### src/rtl/lcd_spi_resp_pkg.sv
// rtl/lcd_spi_resp_pkg.sv - shared constants and types for the LCD SPI responder
package lcd_spi_resp_pkg;

  localparam int FRAME_BITS = 9;

  typedef enum logic {
    IDLE  = 1'b0,
    SHIFT = 1'b1
  } state_t;

  typedef struct packed {
    logic       dc;
    logic [7:0] data;
  } frame_t;

endpackage

### src/rtl/lcd_spi_resp_fifo.sv
// rtl/lcd_spi_resp_fifo.sv - synchronous frame FIFO; head is zero while empty
module lcd_spi_resp_fifo
  import lcd_spi_resp_pkg::*;
#(
  parameter int DEPTH = 4
) (
  input  logic   clk,
  input  logic   reset,
  input  logic   push,
  input  frame_t din,
  input  logic   pop,
  output frame_t dout,
  output logic   full,
  output logic   empty,
  output logic   drop
);

  localparam int AW = $clog2(DEPTH);

  frame_t        mem [DEPTH];
  logic [AW-1:0] wr_ptr;
  logic [AW-1:0] rd_ptr;
  logic [AW:0]   count;
  logic          do_push;
  logic          do_pop;

  assign empty   = (count == '0);
  assign full    = (count == (AW+1)'(DEPTH));
  assign do_pop  = pop && !empty;
  // A full FIFO still accepts a push when the head leaves in the same cycle.
  assign do_push = push && (!full || do_pop);
  assign drop    = push && full && !do_pop;
  assign dout    = empty ? '0 : mem[rd_ptr];

  always_ff @(posedge clk) begin
    if (do_push) mem[wr_ptr] <= din;
  end

  always_ff @(posedge clk or posedge reset) begin
    if (reset) begin
      wr_ptr <= '0;
      rd_ptr <= '0;
      count  <= '0;
    end else begin
      if (do_push) wr_ptr <= wr_ptr + 1'b1;
      if (do_pop)  rd_ptr <= rd_ptr + 1'b1;
      case ({do_push, do_pop})
        2'b10:   count <= count + 1'b1;
        2'b01:   count <= count - 1'b1;
        default: count <= count;
      endcase
    end
  end

endmodule

### src/rtl/lcd_spi_responder.sv
// rtl/lcd_spi_responder.sv - mode-0 SPI slave for 9-bit LCD D/C frames into a FIFO
// MISO readback is built only when LCD_SPI_RESP_READBACK_EN is defined.
module lcd_spi_responder
  import lcd_spi_resp_pkg::*;
#(
  parameter int FIFO_DEPTH  = 4,
  parameter int SYNC_STAGES = 2
) (
  input  logic       clk,
  input  logic       reset,
  input  logic       spi_sclk,
  input  logic       spi_ss_n,
  input  logic       spi_mosi,
  output logic       spi_miso,
  output logic       spi_miso_oe,
  output logic       rx_valid,
  input  logic       rx_ready,
  output logic       rx_dc,
  output logic [7:0] rx_data,
  input  logic [7:0] tx_data,
  output logic       frame_err,
  output logic       rx_overflow
);

  logic [SYNC_STAGES-1:0] sclk_sync;
  logic [SYNC_STAGES-1:0] ss_sync;
  logic [SYNC_STAGES-1:0] mosi_sync;
  logic                   sclk_s;
  logic                   ss_s;
  logic                   mosi_s;

  always_ff @(posedge clk or posedge reset) begin
    if (reset) begin
      sclk_sync <= '0;
      ss_sync   <= '1;
      mosi_sync <= '0;
    end else begin
      sclk_sync <= {sclk_sync[SYNC_STAGES-2:0], spi_sclk};
      ss_sync   <= {ss_sync[SYNC_STAGES-2:0], spi_ss_n};
      mosi_sync <= {mosi_sync[SYNC_STAGES-2:0], spi_mosi};
    end
  end

  assign sclk_s = sclk_sync[SYNC_STAGES-1];
  assign ss_s   = ss_sync[SYNC_STAGES-1];
  assign mosi_s = mosi_sync[SYNC_STAGES-1];

  // The rising edge and its MOSI sample are registered together so they stay aligned.
  logic sclk_d;
  logic rise_q;
  logic mosi_q;

  always_ff @(posedge clk or posedge reset) begin
    if (reset) begin
      sclk_d <= 1'b0;
      rise_q <= 1'b0;
      mosi_q <= 1'b0;
    end else begin
      sclk_d <= sclk_s;
      rise_q <= sclk_s && !sclk_d;
      mosi_q <= mosi_s;
    end
  end

  state_t state_q;
  state_t state_d;

  always_ff @(posedge clk or posedge reset) begin
    if (reset) state_q <= IDLE;
    else       state_q <= state_d;
  end

  logic [3:0] bit_cnt;

  always_comb begin
    state_d = state_q;
    case (state_q)
      IDLE:  if (!ss_s && bit_cnt == 4'd0) state_d = SHIFT;
      SHIFT: if (ss_s) state_d = IDLE;
    endcase
  end

  logic [7:0] shift_q;
  logic       push_q;
  frame_t     frame_q;

  always_ff @(posedge clk or posedge reset) begin
    if (reset) begin
      bit_cnt   <= 4'd0;
      shift_q   <= 8'd0;
      push_q    <= 1'b0;
      frame_q   <= '0;
      frame_err <= 1'b0;
    end else begin
      push_q    <= 1'b0;
      frame_err <= 1'b0;
      if (state_q == SHIFT && ss_s) begin
        bit_cnt   <= 4'd0;
        frame_err <= (bit_cnt != 4'd0);
      end else if (state_q == SHIFT && rise_q) begin
        if (bit_cnt == 4'(FRAME_BITS - 1)) begin
          push_q  <= 1'b1;
          frame_q <= {shift_q, mosi_q};
          bit_cnt <= 4'd0;
        end else begin
          shift_q <= {shift_q[6:0], mosi_q};
          bit_cnt <= bit_cnt + 4'd1;
        end
      end
    end
  end

  frame_t head;
  logic   fifo_full;
  logic   fifo_empty;
  logic   fifo_drop;

  lcd_spi_resp_fifo #(
    .DEPTH (FIFO_DEPTH)
  ) u_fifo (
    .clk   (clk),
    .reset (reset),
    .push  (push_q),
    .din   (frame_q),
    .pop   (rx_ready),
    .dout  (head),
    .full  (fifo_full),
    .empty (fifo_empty),
    .drop  (fifo_drop)
  );

  assign rx_valid = !fifo_empty;
  assign rx_dc    = head.dc;
  assign rx_data  = head.data;

  always_ff @(posedge clk or posedge reset) begin
    if (reset) rx_overflow <= 1'b0;
    else       rx_overflow <= fifo_drop;
  end

`ifdef LCD_SPI_RESP_READBACK_EN
  // Falling edge is taken unregistered to give MISO as much setup as possible.
  logic       fall;
  logic [7:0] tx_q;

  assign fall = !sclk_s && sclk_d;

  always_ff @(posedge clk or posedge reset) begin
    if (reset) begin
      tx_q        <= 8'd0;
      spi_miso    <= 1'b0;
      spi_miso_oe <= 1'b0;
    end else begin
      spi_miso_oe <= !ss_s;
      if (state_q != SHIFT) begin
        spi_miso <= 1'b0;
      end else if (bit_cnt == 4'd0 && !rise_q) begin
        tx_q <= tx_data;
      end else if (fall && bit_cnt != 4'd0) begin
        spi_miso <= tx_q[7];
        tx_q     <= {tx_q[6:0], 1'b0};
      end
    end
  end
`else
  logic unused_tx;

  assign unused_tx   = ^tx_data;
  assign spi_miso    = 1'b0;
  assign spi_miso_oe = 1'b0;
`endif

endmodule
### config.mk
export PLATFORM = sky130hd
export DESIGN_NAME = lcd_spi_responder
export DESIGN_NICKNAME = d
export VERILOG_FILES = /design/src/rtl/lcd_spi_resp_pkg.sv /design/src/rtl/lcd_spi_resp_fifo.sv /design/src/rtl/lcd_spi_responder.sv
export SDC_FILE = /design/constraint.sdc
export NUM_CORES = 1
export LEC_CHECK = 0
export ABC_AREA = 1
export CAP_MARGIN = 10
export CELL_PAD_IN_SITES_DETAIL_PLACEMENT = 2
export CELL_PAD_IN_SITES_GLOBAL_PLACEMENT = 2
export CORE_MARGIN = 8
export CORE_UTILIZATION = 37
export DETAILED_ROUTE_END_ITERATION = 8
export HOLD_SLACK_MARGIN = 0.05
export PLACE_DENSITY_LB_ADDON = 0.1
export SETUP_SLACK_MARGIN = 0.4
export SLEW_MARGIN = 20
export SYNTH_ARGS = -nofsm -noshare
export SYNTH_HDL_FRONTEND = slang
export SYNTH_SLANG_ARGS = --single-unit
### constraint.sdc
create_clock -name clk -period 2.49 [get_ports clk]
set_clock_uncertainty 0.05 [all_clocks]
set_input_delay 0.498 -clock clk [delete_from_list [all_inputs] [get_ports clk]]
set_output_delay 0.498 -clock clk [all_outputs]
set_load 0.05 [all_outputs]
Yosys cells after proc, flatten, opt, wreduce, memory -nomap -nowiden --
Memories as Yosys holds them, arrays and structs flattened. Index checks and enable logic that the tools add are counted. Widths: inputs -> output; s select.
Operators by class: add/sub/neg operators 5, equality and inequality tests 4, muxes and demuxes 14, bitwise gates (word level) 3, reductions and logical operators 21
Operators with widths (count):
- $mux 4 | 3
- $mux 9 | 1
- $logic_and 1x1->1 | 8
- $mux 1 | 8
- $pmux 3 s2 | 1
- $reduce_and 3->1 | 2
- $logic_not 1->1 | 5
- $add 2x1->2 const B | 2
- $add 4x1->4 const B | 1
- $eq 4x4->1 const B | 1
- $logic_not 4->1 | 1
- $reduce_bool 2->1 | 2
- $reduce_bool 4->1 | 1
- $add 3x1->3 const B | 1
- $eq 3x3->1 const B | 1
- $logic_not 3->1 | 1
- $not 1->1 | 3
- $sub 3x1->3 const B | 1
- $eq 2x1->1 const B | 1
- $eq 2x2->1 const B | 1
- $pmux 1 s2 | 1
- $logic_or 1x1->1 | 1
Word-level totals: flip-flop bits (word level) 41, RAM bits 36, bits of input ports 14, output and inout bits 14, word-level logic and storage cells 65, memories kept 1
Memories:
- u_fifo.mem | words 4, width 9, read ports 1, clocked after Yosys merged registers in 0, wr ports 1, line lcd_spi_resp_fifo.sv:20 | frame_t mem [DEPTH];

Depth between registers and ports, before layout --
word-level depth 7, mapped depth 12, depth with buffers taken out 12

Modules after synthesis --
A second synthesis with hierarchy kept.
Unflattened totals: cell total of the unflattened synthesis 331, area, all modules 3368.2 um^2
By module, submodules not included:
- lcd_spi_resp_fifo | times used 1, cells each 203, area each 1988.2 um^2, sequential area each 1256.2 um^2
- lcd_spi_responder | times used 1, cells each 128, area each 1380.1 um^2, sequential area each 853.3 um^2

Worst setup path before layout --
Ideal clock, no wire load.
path type register to output, start point reg u_fifo.count[0], end point out rx_data[0], data arrival time 1.735 ns, data required time 1.942 ns, path slack 0.207 ns, cell stages (with the launch flop) 5, path buffers 0, cell sequence dfrtp_1 -> nor2_1 -> nand2_1 -> inv_2 -> a21oi_1
On the way: longest elaborated chain between the ends 2
RTL lines:
- start, declared | line lcd_spi_resp_fifo.sv:23 | logic [AW:0] count;
- start signal, assigned | line lcd_spi_resp_fifo.sv:48 | 2'b10: count <= count + 1'b1;
- start signal, assigned | line lcd_spi_resp_fifo.sv:49 | 2'b01: count <= count - 1'b1;
- start signal, assigned | line lcd_spi_resp_fifo.sv:50 | default: count <= count;
- $logic_not 3->1 | line lcd_spi_resp_fifo.sv:27 | assign empty = (count == '0);
- $mux 9 | line lcd_spi_resp_fifo.sv:33 | assign dout = empty ? '0 : mem[rd_ptr];
- end, declared | line lcd_spi_responder.sv:19 | output logic [7:0] rx_data,
No other way between the ends.

Worst setup path in the final report --
start point reg u_fifo.rd_ptr[0], end point out rx_dc
On the way: longest elaborated chain between the ends 2
RTL lines:
- start, declared | line lcd_spi_resp_fifo.sv:22 | logic [AW-1:0] rd_ptr;
- start signal, assigned | line lcd_spi_resp_fifo.sv:46 | if (do_pop) rd_ptr <= rd_ptr + 1'b1;
- $mem_v2 4x9
- $mux 9 | line lcd_spi_resp_fifo.sv:33
- end, declared | line lcd_spi_responder.sv:18 | output logic rx_dc,
No other way between the ends.

==> flow_summary.json <==
{
  "overflow": 0,
  "ys_ff_latch": 77,
  "drt-initial-drc-count": 43,
  "clockBufferDepth": 2,
  "grtUsageTotal_pct": 13.7,
  "grt_first_pass_wirelength_um": 12500,
  "pin_count": 28,
  "dieWidth_um": 110,
  "critPathKind": "register to primary output",
  "final_cell_mix": "nand2_1 (94), inv_1 (47), dfrtp_1 (36), edfxtp_1 (36), o21ai_2 (18)",
  "maxSlewHeadroom_pct": 66.8,
  "setup_viol": 0,
  "cp_max_fo": 8,
  "antenna_found_initial": 0,
  "rsz0062_at_grt": "yes",
  "cap_viol_max_count": 0,
  "dr_total_vias": 2205,
  "period_needed_ns": 2.09,
  "antenna_cells": 0,
  "viasPerCell": 4.77,
  "synth.avg_cell_area_um2": 10.4,
  "cp-end-kind": "primary output",
  "final_util_pct": 46.6,
  "arrival_ns": 1.54,
  "yosysSeqAreaShare_pct": 64.2,
  "cts_hold_buffers": 0,
  "p_leak_nw": 1.75,
  "cts_buffers": 9,
  "drc": 0,
  "grt_pass1_vias": 2500,
  "port_buffers": 17,
  "htree_levels": 3,
  "rows": 34,
  "synth_cell_types": 25,
  "slew_violations": 0,
  "first_pass_iters": 4,
  "core_um2": 8680,
  "hold_path.class": "register to register",
  "finalSetupTns_ns": 0,
  "ctsRootBufferMaster": "clkbuf_8",
  "fmax_ghz": 0.479,
  "startpoint_type": "register",
  "syn_to_final_growth_pct": 23.1,
  "worst_slack_ns": 0.402,
  "yosys_warnings": 0,
  "hold_viol_final": 0,
  "clkTransAtPathRegs_ns": 0.09,
  "clock_sinks": 77,
  "tightestPinTransition_ns": 0.496,
  "cts_tree": "done",
  "gp_congestion": 0.719,
  "powerDensity_nw_per_um2": 632,
  "cp_data_required_time_ns": 1.94,
  "drive_gt1_share_pct": 24.9,
  "insertion_delay_ns": 0.35,
  "peakVddDrop_mv": 0.260,
  "final_common_cell": "nand2_1",
  "dp_slack_ns": 0.149,
  "fin_nets": 371,
  "ant_nets": 0,
  "die_h_um": 110,
  "syn_inst": 315,
  "initial_core_util_pct": 37.8,
  "drt-wirelength-per-cell_um": 16.4,
  "period_share_pct": 83.8,
  "grt_max_degree": 33,
  "outcome": "complete, no violations",
  "dp_hpwl_um": 5280,
  "synthesis.area_um2": 3280,
  "routed_wl_um": 7560,
  "die_area_um2": 12100
}
[cell families after synthesis]
kind of cell	after synthesis	share of synthesized area, %
other	1	0.114
xor gates and xnor gates	3	0.800
adders and majority gates	8	3.28
DFF	77	64.2
buffers and inverters	61	7.73
AOI/OAI and AO/OA	30	6.63
and+or+nand+nor	135	17.2
[final cells by class]
cell class | count | area [um^2]
timing repair inverter | 1 | 6.26
fill | 904 | 4630
timing repair buffer | 29 | 372
sequential | 77 | 2110
clock inverter | 6 | 87.6
tap | 108 | 135
clock buffer | 10 | 128
multi-input combinational | 178 | 988
inverter | 53 | 214
[through the flow]
stage          instances  hold WS [ns]  instance area, um^2  total power [mW]
6_report             462         0.296                 4040              2.56
5_1_grt              462         0.311                 4040              2.65
4_1_cts              458         0.308                 3980              2.58
3_5_place_dp         442         0.289                 3710              1.54
3_3_place_gp         442         0.285                 3710              1.54
2_1_floorplan        316         0.281                 3290              1.50
[synth_stat cells (all sizes together)]
cell type	instances	share of area [%]
a21oi	9	1.4
buf	6	1.4
clkbuf	2	0.23
conb	1	0.11
dfrtp	39	30
dfstp	2	1.6
edfxtp	36	33
fa	1	0.61
ha	7	2.7
inv	53	6.1
nand2	102	12
nand3	17	2.6
nand4	2	0.38
nor2	14	1.9
o21ai	21	5.3
xnor2	3	0.80
[flip-flops by register name, summed over array words and instances (netlist names)]
name           flops
u_fifo.mem        36
frame_q            9
shift_q            8
bit_cnt            4
u_fifo.count       3
mosi_sync          2
sclk_sync          2
ss_sync            2
u_fifo.rd_ptr      2
u_fifo.wr_ptr      2
frame_err          1
mosi_q             1
push_q             1
rise_q             1
rx_overflow        1
sclk_d             1
state_q            1
[what timing repair did]
action / CTS / global route
pin swaps: 0 / 2
hold endpoints to repair: 0 / 0
setup endpoints to repair: 10 / 11
gates resized for setup: 20 / 13
setup buffers: 0 / 3
gates cloned: 0 / 1
[critical path, cell delays in order (launching register included)]
cell	delay (ns)
dfrtp_2	0.45
buf_4	0.20
nand2_1	0.06
nand2_1	0.07
nand2_1	0.07
a21oi_2	0.19
buf_12	0.16
[where the power goes]
group,internal [mW],switching [mW]
registers,1.36,0.0212
logic,0.0467,0.0959
clock network,0.563,0.474
total,1.97,0.591
[path summary, 6_finish.rpt]
path                                        from                to  slack, ns  cells after the start
worst min-delay path                mosi_sync[1]            mosi_q       0.30                      0
worst max register to register   u_fifo.count[0]   u_fifo.count[1]       0.51                      8
worst max-delay path            u_fifo.rd_ptr[0]             rx_dc       0.40                      6
min in group asynchronous                  reset            rise_q       0.34                      2
max in group asynchronous                  reset  u_fifo.rd_ptr[0]       1.59                      3
worst min register to register      mosi_sync[1]            mosi_q       0.30                      0
[metal layers]
metal	global-route usage, %	up-vias	wire (um)
met1	15.4	1111	3160
met3	2.27	14	194
met4	6.28	0	200
li1	-	1050	-
met2	24.8	30	4010
met5	0	-	0
No activity file was read; power rests on OpenSTA's default activity.
